[src/rtl/hazard_ctrl.sv]
// hazard_ctrl: hazard and sequencing control for the 5-stage pipeline.
// Resolves load-use stalls and taken-branch squashes, freezes the pipe while a
// data-memory access is outstanding (with timeout to a sticky error state),
// and keeps saturating stall/flush counters for performance monitoring.
module hazard_ctrl #(
    parameter int CNT_W   = 16,
    parameter int TIMEOUT = 16
) (
    input  logic             clk,
    input  logic             reset,
    input  logic             id_ex_MemRead,
    input  logic [4:0]       id_ex_rd,
    input  logic [4:0]       if_id_rs1,
    input  logic [4:0]       if_id_rs2,
    input  logic             branch_taken,
    input  logic             ex_mem_MemRead,
    input  logic             ex_mem_MemWrite,
    input  logic             mem_ready,
    output logic             pc_write,
    output logic             if_id_write,
    output logic             if_id_flush,
    output logic             id_ex_flush,
    output logic             ex_mem_flush,
    output logic             pipe_freeze,
    output logic             mem_error,
    output logic [1:0]       state,
    output logic [CNT_W-1:0] stall_cnt,
    output logic [CNT_W-1:0] flush_cnt
);

    localparam int WCNT_W = $clog2(TIMEOUT + 1);

    typedef enum logic [1:0] {
        RUN      = 2'd0,
        WAIT_MEM = 2'd1,
        ERROR    = 2'd2
    } state_e;

    state_e              state_q, state_d;
    logic [WCNT_W-1:0]   wcnt_q, wcnt_d;
    logic [CNT_W-1:0]    stall_q, stall_d;
    logic [CNT_W-1:0]    flush_q, flush_d;

    logic acc;
    logic lu;
    logic frz;

    // Counters stick at all-ones instead of wrapping.
    function automatic logic [CNT_W-1:0] sat_inc(input logic [CNT_W-1:0] v);
        return (&v) ? v : v + {{(CNT_W-1){1'b0}}, 1'b1};
    endfunction

    assign acc = ex_mem_MemRead | ex_mem_MemWrite;
    assign lu  = id_ex_MemRead & (id_ex_rd != 5'd0) &
                 ((id_ex_rd == if_id_rs1) | (id_ex_rd == if_id_rs2));
    assign frz = (state_q == ERROR) | (acc & ~mem_ready);

    // Pipeline controls: reset, then freeze, then branch squash, then load-use bubble.
    always_comb begin
        pc_write     = 1'b1;
        if_id_write  = 1'b1;
        if_id_flush  = 1'b0;
        id_ex_flush  = 1'b0;
        ex_mem_flush = 1'b0;
        pipe_freeze  = 1'b0;
        if (!reset) begin
            pc_write     = 1'b0;
            if_id_write  = 1'b0;
            if_id_flush  = 1'b1;
            id_ex_flush  = 1'b1;
            ex_mem_flush = 1'b1;
        end else if (frz) begin
            // Held hazards are re-evaluated once the freeze releases.
            pc_write     = 1'b0;
            if_id_write  = 1'b0;
            pipe_freeze  = 1'b1;
        end else if (branch_taken) begin
            // Wrong-path load-use is discarded along with the squashed instructions.
            if_id_flush  = 1'b1;
            id_ex_flush  = 1'b1;
            ex_mem_flush = 1'b1;
        end else if (lu) begin
            pc_write     = 1'b0;
            if_id_write  = 1'b0;
            id_ex_flush  = 1'b1;
        end
    end

    // Memory-wait FSM next state and timeout counter.
    always_comb begin
        state_d = state_q;
        wcnt_d  = wcnt_q;
        unique case (state_q)
            RUN: begin
                if (acc && !mem_ready) begin
                    state_d = WAIT_MEM;
                    wcnt_d  = WCNT_W'(1);
                end
            end
            WAIT_MEM: begin
                if (mem_ready) begin
                    state_d = RUN;
                    wcnt_d  = '0;
                end else if (wcnt_q == WCNT_W'(TIMEOUT)) begin
                    state_d = ERROR;
                end else begin
                    wcnt_d = wcnt_q + WCNT_W'(1);
                end
            end
            ERROR: begin
                state_d = ERROR;
            end
            default: begin
                state_d = RUN;
                wcnt_d  = '0;
            end
        endcase
    end

    // Performance counter next values.
    always_comb begin
        stall_d = stall_q;
        flush_d = flush_q;
        if (frz || (lu && !branch_taken)) stall_d = sat_inc(stall_q);
        if (branch_taken && !frz)         flush_d = sat_inc(flush_q);
    end

    // State, wait counter and performance counters; async active-low clear.
    always_ff @(posedge clk or negedge reset) begin
        if (!reset) begin
            state_q <= RUN;
            wcnt_q  <= '0;
            stall_q <= '0;
            flush_q <= '0;
        end else begin
            state_q <= state_d;
            wcnt_q  <= wcnt_d;
            stall_q <= stall_d;
            flush_q <= flush_d;
        end
    end

    assign mem_error = (state_q == ERROR);
    assign state     = state_q;
    assign stall_cnt = stall_q;
    assign flush_cnt = flush_q;

endmodule

[config.mk]
export PLATFORM = sky130hd
export DESIGN_NAME = hazard_ctrl
export DESIGN_NICKNAME = d
export VERILOG_FILES = /design/src/rtl/hazard_ctrl.sv
export SDC_FILE = /design/constraint.sdc
export NUM_CORES = 1
export LEC_CHECK = 0
export CAP_MARGIN = 25
export CORE_MARGIN = 8
export CORE_UTILIZATION = 45
export CTS_BUF_LIST = sky130_fd_sc_hd__clkbuf_4
export CTS_CLUSTER_SIZE = 40
export DETAILED_ROUTE_END_ITERATION = 6
export HOLD_SLACK_MARGIN = 0.12
export PLACE_DENSITY = 0.89
export SETUP_SLACK_MARGIN = 0.5
export SKIP_LAST_GASP = 1
export SLEW_MARGIN = 15
export SYNTH_ARGS = -nofsm -noshare
export SYNTH_HDL_FRONTEND = slang
export SYNTH_SLANG_ARGS = --single-unit
[constraint.sdc]
create_clock -name clk -period 2.4 [get_ports clk]
set_input_delay 0.24 -clock clk [delete_from_list [all_inputs] [get_ports clk]]
set_output_delay 0.24 -clock clk [all_outputs]
set_load 0.005 [all_outputs]
==> results.md, run 1 <==
- VDD IR max: 538 uV
- Seq/Total Area, Yosys: 0.468
- Post-synth EDFFs: 0
- Met3 wire length: 431 um
- Worst Hold Depth: 1
- Starting Density: 0.473
- Worst hold slack: 494 ps
- Final wirelength: 6170 um
- Reg-to-reg critical path endpoint: stall_cnt[1]
- Synth Flop Type: dfrtp_1
- Clock Latency Late Sink: 350 ps
- Max Clk Rate: 517 MHz
- Syn_nets: 231
- Most frequent cells in the layout: 50 x clkdlybuf4s50_1, 37 x dfrtp_1, 32 x buf_4, 24 x xnor2_1, 19 x nor2_1
- RSZ-0062 raised after global routing: true
- #FFs+latches synth: 39
- Worst Tran Pin Value: 496 ps
- Via-to-Cell Ratio: 5.59
- Die height: 84.1 um
- CTS tree: done
- Antenna diode count: 0
- Core Rows: 24
- Detail Placement HPWL: 4250 um
- Slew Limit Headroom: 0.668
- CP Max Fanout: 3
- Largest family of logic cells by synthesized area: simple AND/OR/NAND/NOR gates
- Fin crit share: 0.807
- Net Sw Frac: 0.330
- Clk_skew: 12.0 ps
- Highest metal used: met4
- Pint: 1340 uW
- Max-slew violations: 0
- Req. time, crit path: 2650 ps
- NetSw: 656 uW
- Xor/xnor cell area share of the yosys netlist: 0.172
- First-pass DRT Iterations: 4
- Final Setup Violations: 0
- WL met2: 3040 um
- # IOs: 63
- CTS max path bufs: 2
- P_leak: 0.00141 uW
- Critical path type: flop to flop
- First-pass GRT wire length: 9290 um
- Initial antenna violation count: 0
- Crit path DAT: 2180 ps
- CTS clk-pin slew, worst paths: 110 ps
- HP Start: stall_cnt[9]
- Distinct cells, synth: 37
- Placed cell count: 326
- Routed length on met1: 2550 um
- Sequential Power Share: 0.459
- Final Wtd Congestion: 0.792
- IO buf count: 62
- Cell count after synthesis: 205
- Die Wd: 84.1 um
- Number of global-route vias before repair: 2002
- CP Capture Type: flop
- Hold crit path type: flop to flop
- Final hold vios: 0
- Htree depth: 2
- First DRT Iteration DRCs: 98
- Layout cells sized above 1: 0.216
- Avg Inst Size Synth: 10.2 um^2
- Yosys top cell area share: 0.468
- Post-detailed-route DRC marker count: 0
- Top cells by area, synth: dfrtp_1 47%, xnor2_1 10%, xor2_1 7.1%, nand4_1 4.5%, nand3_1 3.8%
- Final layout net count: 330
- Vias: 1996
- Post-Syn Area: 0.00209 mm^2
- Synth Area in Compound Gates: 0.0768
- RR Startpoint: stall_cnt[1]
- Commonest non-fill, non-tap cell in the layout: clkdlybuf4s50_1
- Share of synthesized registers carrying an async set or reset: 1.00
- Utilization after layout: 0.704
- DR WL/cell: 17.3 um
- Full die area: 0.00707 mm^2
- Gr ovfl total: 0
- Clock root buffer: clkbuf_4
- Clock network power share: 0.163
- Area leader, netlist: dfrtp_1
- Post-synthesis mux area share: 0.0108
- Status: complete, no violations
- FF-to-FF setup slack: 460 ps
- CTS Sinks: 39
- Hold Crit Endpoint: stall_cnt[9]
- Gate power share: 0.379
- Yosys warning count: 0
- Final ANT Viol Nets: 0
- Adder-cell share of the synthesized area: 0.0240
- Layout Cells excl Fill: 357
- Critical Path Start Type: flop
- Simple logic cell fraction of the synthesized area: 0.221
- Core Box Area: 0.00441 mm^2
- Syn-to-layout area delta: 49.1%
- CTS buffer count: 5
- R2R depth: 7
- Largest net degree at the start of global routing: 31
- Max Cap Viol: 0
- Cell area power density: 641 mW/mm^2
- GRT Resource Usage Total: 0.160
- Crit path time final: 1940 ps
[kinds of logic (layout without fill, tap and decap cells)]
family	Yosys count	in the layout
xor+xnor	41	41
flops	39	39
simple gates	87	87
compound gates	23	23
buf+inv	9	109
fa+ha+maj	4	4
mux	2	2
[cell usage after synthesis (all sizes together), types with 2 or more instances]
master   n
xor2    17
nand2   13
mux2     2
nand3   16
inv      4
xnor2   24
nand4   15
nor2b    2
dfrtp   39
nor2    21
a211oi   2
a21o     3
a21oi    2
ha       4
and4     3
nor3     4
buf      4
o21ai   10
and3     6
[timing repair]
action,4_1_cts,5_1_grt
resized for setup,33,11
hold buffers,2,0
endpoints found under the setup margin,20,18
gates cloned,0,0
buffers inserted,13,8
pin swaps,7,8
endpoints found under the hold margin,9,0
[power groups by stage]
stage	Sequential, uW	Combinational [uW]	Clock (uW)
final	914	754	324
after global routing	931	809	361
after CTS	909	686	340
after detailed placement	940	605	0
after global placement	929	576	0
after floorplan	917	248	0
[routing by layer]
layer,GRT usage,up-vias
li1,-,928
met1,0.180,959
met2,0.272,94
met3,0.0400,15
met4,0.0785,0
met5,0,-
[final cells by class]
class                           instances  area [um^2]
Inverter                                4         15.0
Sequential cell                        39          978
Multi-Input combinational cell        157         1130
Fill cell                             328         1310
Timing Repair Buffer                   97          868
Tap cell                               52         65.1
Clock buffer                            6         45.0
Clock inverter                          2         7.51
[worst max-delay path, cell delays in order, from the launching register on]
cell and delay, ps:
dfrtp_1 400, ha_2 210, and3_4 180, nor2b_4 200, nand3_4 80, a22oi_2 300, buf_4 170, mux2_4 290
[per-stage QoR]
stage | instance area, um^2 | TNS (ps) | power [uW] | setup slack (ps)
after detailed placement | 2820 | -324 | 1550 | -141
after global placement | 2820 | -171 | 1510 | -86.1
after global routing | 3110 | 0 | 2100 | 430
after floorplan | 2090 | 0 | 1160 | 535
final | 3110 | 0 | 1990 | 464
after CTS | 3020 | 0 | 1930 | 522
[registers in the layout, indices dropped and copies added (netlist names)]
signal / cells
flush_cnt: 16
state: 2
wcnt_q: 5
stall_cnt: 16
[worst max-delay path by stage]
stage | slack, ps | cells past startpoint | endpoint | start
2_1_floorplan | 530 | 6 | stall_cnt[1] | stall_cnt[0]
3_3_place_gp | -90 | 7 | if_id_write | id_ex_rd[2]
3_5_place_dp | -140 | 7 | pc_write | id_ex_rd[3]
4_1_cts | 520 | 4 | pipe_freeze | state[0]
5_1_grt | 430 | 7 | stall_cnt[1] | stall_cnt[1]
6_report | 460 | 7 | stall_cnt[1] | stall_cnt[1]
Power figures use the tool's default switching activity.
==> run 2, diff against run 1 <==
--- a/config.mk
+++ b/config.mk
@@ -7,12 +7,12 @@
 export LEC_CHECK = 0
 export CAP_MARGIN = 25
 export CORE_MARGIN = 8
-export CORE_UTILIZATION = 45
+export CORE_UTILIZATION = 44
 export CTS_BUF_LIST = sky130_fd_sc_hd__clkbuf_4
 export CTS_CLUSTER_SIZE = 40
 export DETAILED_ROUTE_END_ITERATION = 6
 export HOLD_SLACK_MARGIN = 0.12
-export PLACE_DENSITY = 0.89
+export PLACE_DENSITY = 0.91
 export SETUP_SLACK_MARGIN = 0.5
 export SKIP_LAST_GASP = 1
 export SLEW_MARGIN = 15
==> constraint.sdc (replaced) <==
create_clock -name clk -period 1.6 [get_ports clk]
set_input_delay 0.16 -clock clk [delete_from_list [all_inputs] [get_ports clk]]
set_output_delay 0.16 -clock clk [all_outputs]
set_load 0.005 [all_outputs]
==> run 2 against run 1 <==
The run now fails in global routing. Synthesized area unchanged. Synthesized cell count unchanged.
==> results.md, run 2 <==
- # IOs: 63 (unchanged)
- Stop err: [ERROR DPL-0033] detailed placement checks failed during check placement.
- Htree depth: 2 (unchanged)
- Synth top cells by count: 39 x dfrtp_1, 24 x xnor2_1, 21 x nor2_1 (unchanged)
- CTS max path bufs: 2 (unchanged)
- Detail Placement HPWL: 4920 um (was 4250 um)
- Area leader, netlist: dfrtp_1 (unchanged)
- CTS buffer count: 5 (unchanged)
- IO buf count: 62 (unchanged)
- Post-Syn Area: 0.00209 mm^2 (unchanged)
- Avg Inst Size Synth: 10.2 um^2 (unchanged)
- Syn_nets: 231 (unchanged)
- Worst_ep grt: stall_cnt[1]$_DFFE_PN0P_/D
- Clock root buffer: clkbuf_4 (unchanged)
- Synth Flop Type: dfrtp_1 (unchanged)
- Post-synth EDFFs: 0 (unchanged)
- Final Wtd Congestion: 0.848 (was 0.792)
- #FFs+latches synth: 39 (unchanged)
- Largest net degree at the start of global routing: 32
- Share of synthesized registers carrying an async set or reset: 1.00 (unchanged)
- Top cells by area, synth: dfrtp_1 47%, xnor2_1 10%, xor2_1 7.1%, nand4_1 4.5%, nand3_1 3.8% (unchanged)
- Worst endpoint type: register data pin
- Starting Density: 0.448 (was 0.473)
- Die Wd: 84.9 um (was 84.1 um)
- CTS Sinks: 39 (unchanged)
- Status: did not finish (was complete, no violations)
- Core Rows: 25 (was 24)
- Seq/Total Area, Yosys: 0.468 (unchanged)
- Post-Place Worst Slack: -713 ps (was -141 ps)
- Fail Step: global routing
- Yosys top cell area share: 0.468 (unchanged)
- Most frequent cell after synthesis: dfrtp_1 (unchanged)
- Yosys warning count: 0 (unchanged)
- Initial antenna violation count: 0
- Die height: 84.9 um (was 84.1 um)
- Cell count after synthesis: 205 (unchanged)
- Distinct cells, synth: 37 (unchanged)
==> run 2: cell counts after synthesis <==
No cell type changed its count.
==> run 2: timing repair <==
item	CTS
setup endpoints to repair	80
hold endpoints to repair	39
gates cloned	1
pin swaps	38
hold buffers	1
setup buffers	49
resized for setup	262
==> run 2: logic make-up after synthesis <==
| family | share of synthesized area |
|---|---|
| AOI/OAI and AO/OA | 0.0768 |
| xor gates and xnor gates | 0.172 |
| adders and majority gates | 0.0240 |
| buffers and inverters | 0.0270 |
| DFF | 0.468 |
| muxes | 0.0108 |
| and+or+nand+nor | 0.221 |
==> run 2: metrics by stage <==
step           hold slack (ps)  setup TNS, ps  cell area, um^2   util  cells
2_1_floorplan             -136          -1280             2220      -    205
3_3_place_gp               179         -13280             3320  0.713    377
3_5_place_dp               175         -14790             3320  0.713    377
4_1_cts                    362          -2650             4020  0.861    435
==> run 3, diff against run 2 <==
--- a/config.mk
+++ b/config.mk
@@ -7,13 +7,9 @@
 export LEC_CHECK = 0
 export CAP_MARGIN = 25
 export CORE_MARGIN = 8
-export CORE_UTILIZATION = 44
-export CTS_BUF_LIST = sky130_fd_sc_hd__clkbuf_4
-export CTS_CLUSTER_SIZE = 40
+export CORE_UTILIZATION = 30
 export DETAILED_ROUTE_END_ITERATION = 6
-export HOLD_SLACK_MARGIN = 0.12
-export PLACE_DENSITY = 0.91
-export SETUP_SLACK_MARGIN = 0.5
+export PLACE_DENSITY_LB_ADDON = 0.15
 export SKIP_LAST_GASP = 1
 export SLEW_MARGIN = 15
 export SYNTH_ARGS = -nofsm -noshare
==> constraint.sdc (replaced) <==
create_clock -name clk -period 2.1 [get_ports clk]
set_input_delay 0.21 -clock clk [delete_from_list [all_inputs] [get_ports clk]]
set_output_delay 0.21 -clock clk [all_outputs]
set_load 0.005 [all_outputs]
==> run 3 against run 2 <==
The run now ends clean.
==> results.md, run 3 (synthesized netlist as in run 1, its figures left out) <==
- Status: complete, no violations (was did not finish)
- Worst hold slack: 321 ps
- Most frequent cells in the layout: 55 x clkdlybuf4s50_1, 39 x dfrtp_1, 27 x buf_4, 24 x xnor2_1, 20 x nor2_1
- Max-slew violations: 0
- Crit path DAT: 1770 ps
- First DRT Iteration DRCs: 48
- Final instance area: 0.00308 mm^2
- Fin crit share: 0.943
- NetSw: 709 uW
- Critical path type: input port to primary output
- CP Max Fanout: 2
- DP Area: 0.00296 mm^2 (was 0.00332 mm^2)
- Htree depth: 2 (unchanged)
- Slew Limit Headroom: 0.715
- Final ANT Viol Nets: 0
- CTS clk-pin slew, worst paths: 80 ps
- Post-detailed-route DRC marker count: 0
- CTS Sinks: 39 (unchanged)
- Final hold vios: 0
- GRT Resource Usage Total: 0.116
- Pint: 1650 uW
- Final layout net count: 323
- First-pass GRT wire length: 9380 um
- Commonest non-fill, non-tap cell in the layout: clkdlybuf4s50_1
- Layout cells sized above 1: 0.164
- Worst Setup SP: id_ex_rd[1]
- P_leak: 0.00136 uW
- Net Sw Frac: 0.301
- Final wirelength: 5520 um
- Core Box Area: 0.00676 mm^2
- # IOs: 63 (unchanged)
- Cell area power density: 767 mW/mm^2
- Worst path max stage delay: 430 ps
- IO buf count: 62 (unchanged)
- Critical Path Start Type: input port
- Crit path time final: 1980 ps
- Max stage delay cell, worst path: or4_4
- First-pass DRT Iterations: 4
- Die height: 99.4 um (was 84.9 um)
- Antenna diode count: 0
- Final Setup Violations: 0
- Vias: 1826
- Starting Density: 0.309 (was 0.448)
- Max Cap Viol: 0
- Clock network power share: 0.237
- Via-to-Cell Ratio: 4.83
- Syn-to-layout area delta: 47.5%
- Utilization after layout: 0.455
- CTS tree: done
- Number of global-route vias before repair: 1933
- Final Wtd Congestion: 0.820 (was 0.848)
- Hold crit path type: input port to asynchronous set/reset pin
- CTS max path bufs: 2 (unchanged)
- Worst path cell trace: clkdlybuf4s50_1 > or4_4 > o21ai_2 > nor2_1 > a21o_1 > nor2_2 > clkdlybuf4s15_2
- Clk_skew: 6.52 ps
- Clock root buffer: clkbuf_8 (was clkbuf_4)
- RR Startpoint: stall_cnt[0]
- Die Wd: 99.4 um (was 84.9 um)
- Worst Tran Pin Value: 427 ps
- Sequential Power Share: 0.436
- VDD IR max: 483 uV
- Req. time, crit path: 1890 ps
- Gate power share: 0.326
- CP Capture Type: primary output
- CTS buffer count: 5 (unchanged)
- Core Rows: 30 (was 25)
- Final worst setup slack: 119 ps
- Largest net degree at the start of global routing: 34
- Initial antenna violation count: 0
- Detail Placement HPWL: 4280 um (was 4920 um)
- DR WL/cell: 14.6 um
- RSZ-0062 raised after global routing: true
- Clock Latency Late Sink: 290 ps
- Gr ovfl total: 0
- Max Clk Rate: 505 MHz
- Full die area: 0.00988 mm^2
- Post-Place Worst Slack: -393 ps (was -713 ps)
run 3: per-stage QoR:
stage               total power, uW  setup TNS (ps)  cells
floorplan                      1330               0    205
global placement               1810           -3730    368
detailed placement             1820           -3550    368
CTS                            2400               0    378
global route                   2520          -0.782    378
finish                         2360               0    378
run 3: power by group through the flow:
| stage | combinational, uW | sequential, uW | clock [uW] |
|---|---|---|---|
| final | 769 | 1030 | 560 |
| after global routing | 854 | 1050 | 610 |
| after CTS | 786 | 1030 | 583 |
| after detailed placement | 780 | 1040 | 0 |
| after global placement | 769 | 1040 | 0 |
| after floorplan | 283 | 1050 | 0 |
run 3: layout make-up:
type                       instances  area, um^2
fill                             669        3680
sequential                        39         976
inverter                           4        15.0
timing repair buffer              90         822
tap                               80         100
multi-input combinational        157        1060
clock buffer                       8         100
run 3: path summary, 6_finish.rpt:
check / endpoint / slack, ps / depth (start not counted)
min in group clk: stall_cnt[11] / 500 / 1
min: wcnt_q[4] / 320 / 2
max: if_id_write / 120 / 7
max in group asynchronous: flush_cnt[8] / 1080 / 3
max reg2reg: stall_cnt[13] / 140 / 8
min reg2reg: stall_cnt[11] / 500 / 1
run 3: worst max-delay path: cells and delay by family:
family / cells / cell delay (ps)
AND/OR/NAND/NOR: 3 / 590
buffers and inverters: 2 / 640
AO/OA/AOI/OAI: 2 / 330
run 3: metal layers:
layer | wire (um) | part of all wire | global-route usage | vias to the layer above
met2 | 2480 | 0.45 | 0.181 | 50
met1 | 2640 | 0.48 | 0.150 | 860
met3 | 337 | 0.061 | 0.0328 | 6
li1 | - | - | - | 910
met4 | 66 | 0.012 | 0.0349 | 0
met5 | 0 | 0 | 0 | -
run 3: what timing repair did:
item                                    CTS  global route
setup buffers                             1             0
hold buffers                              1             0
gates resized for setup                  15             2
pin swaps                                 4             0
endpoints found under the hold margin     6             0
endpoints found under the setup margin    4            11
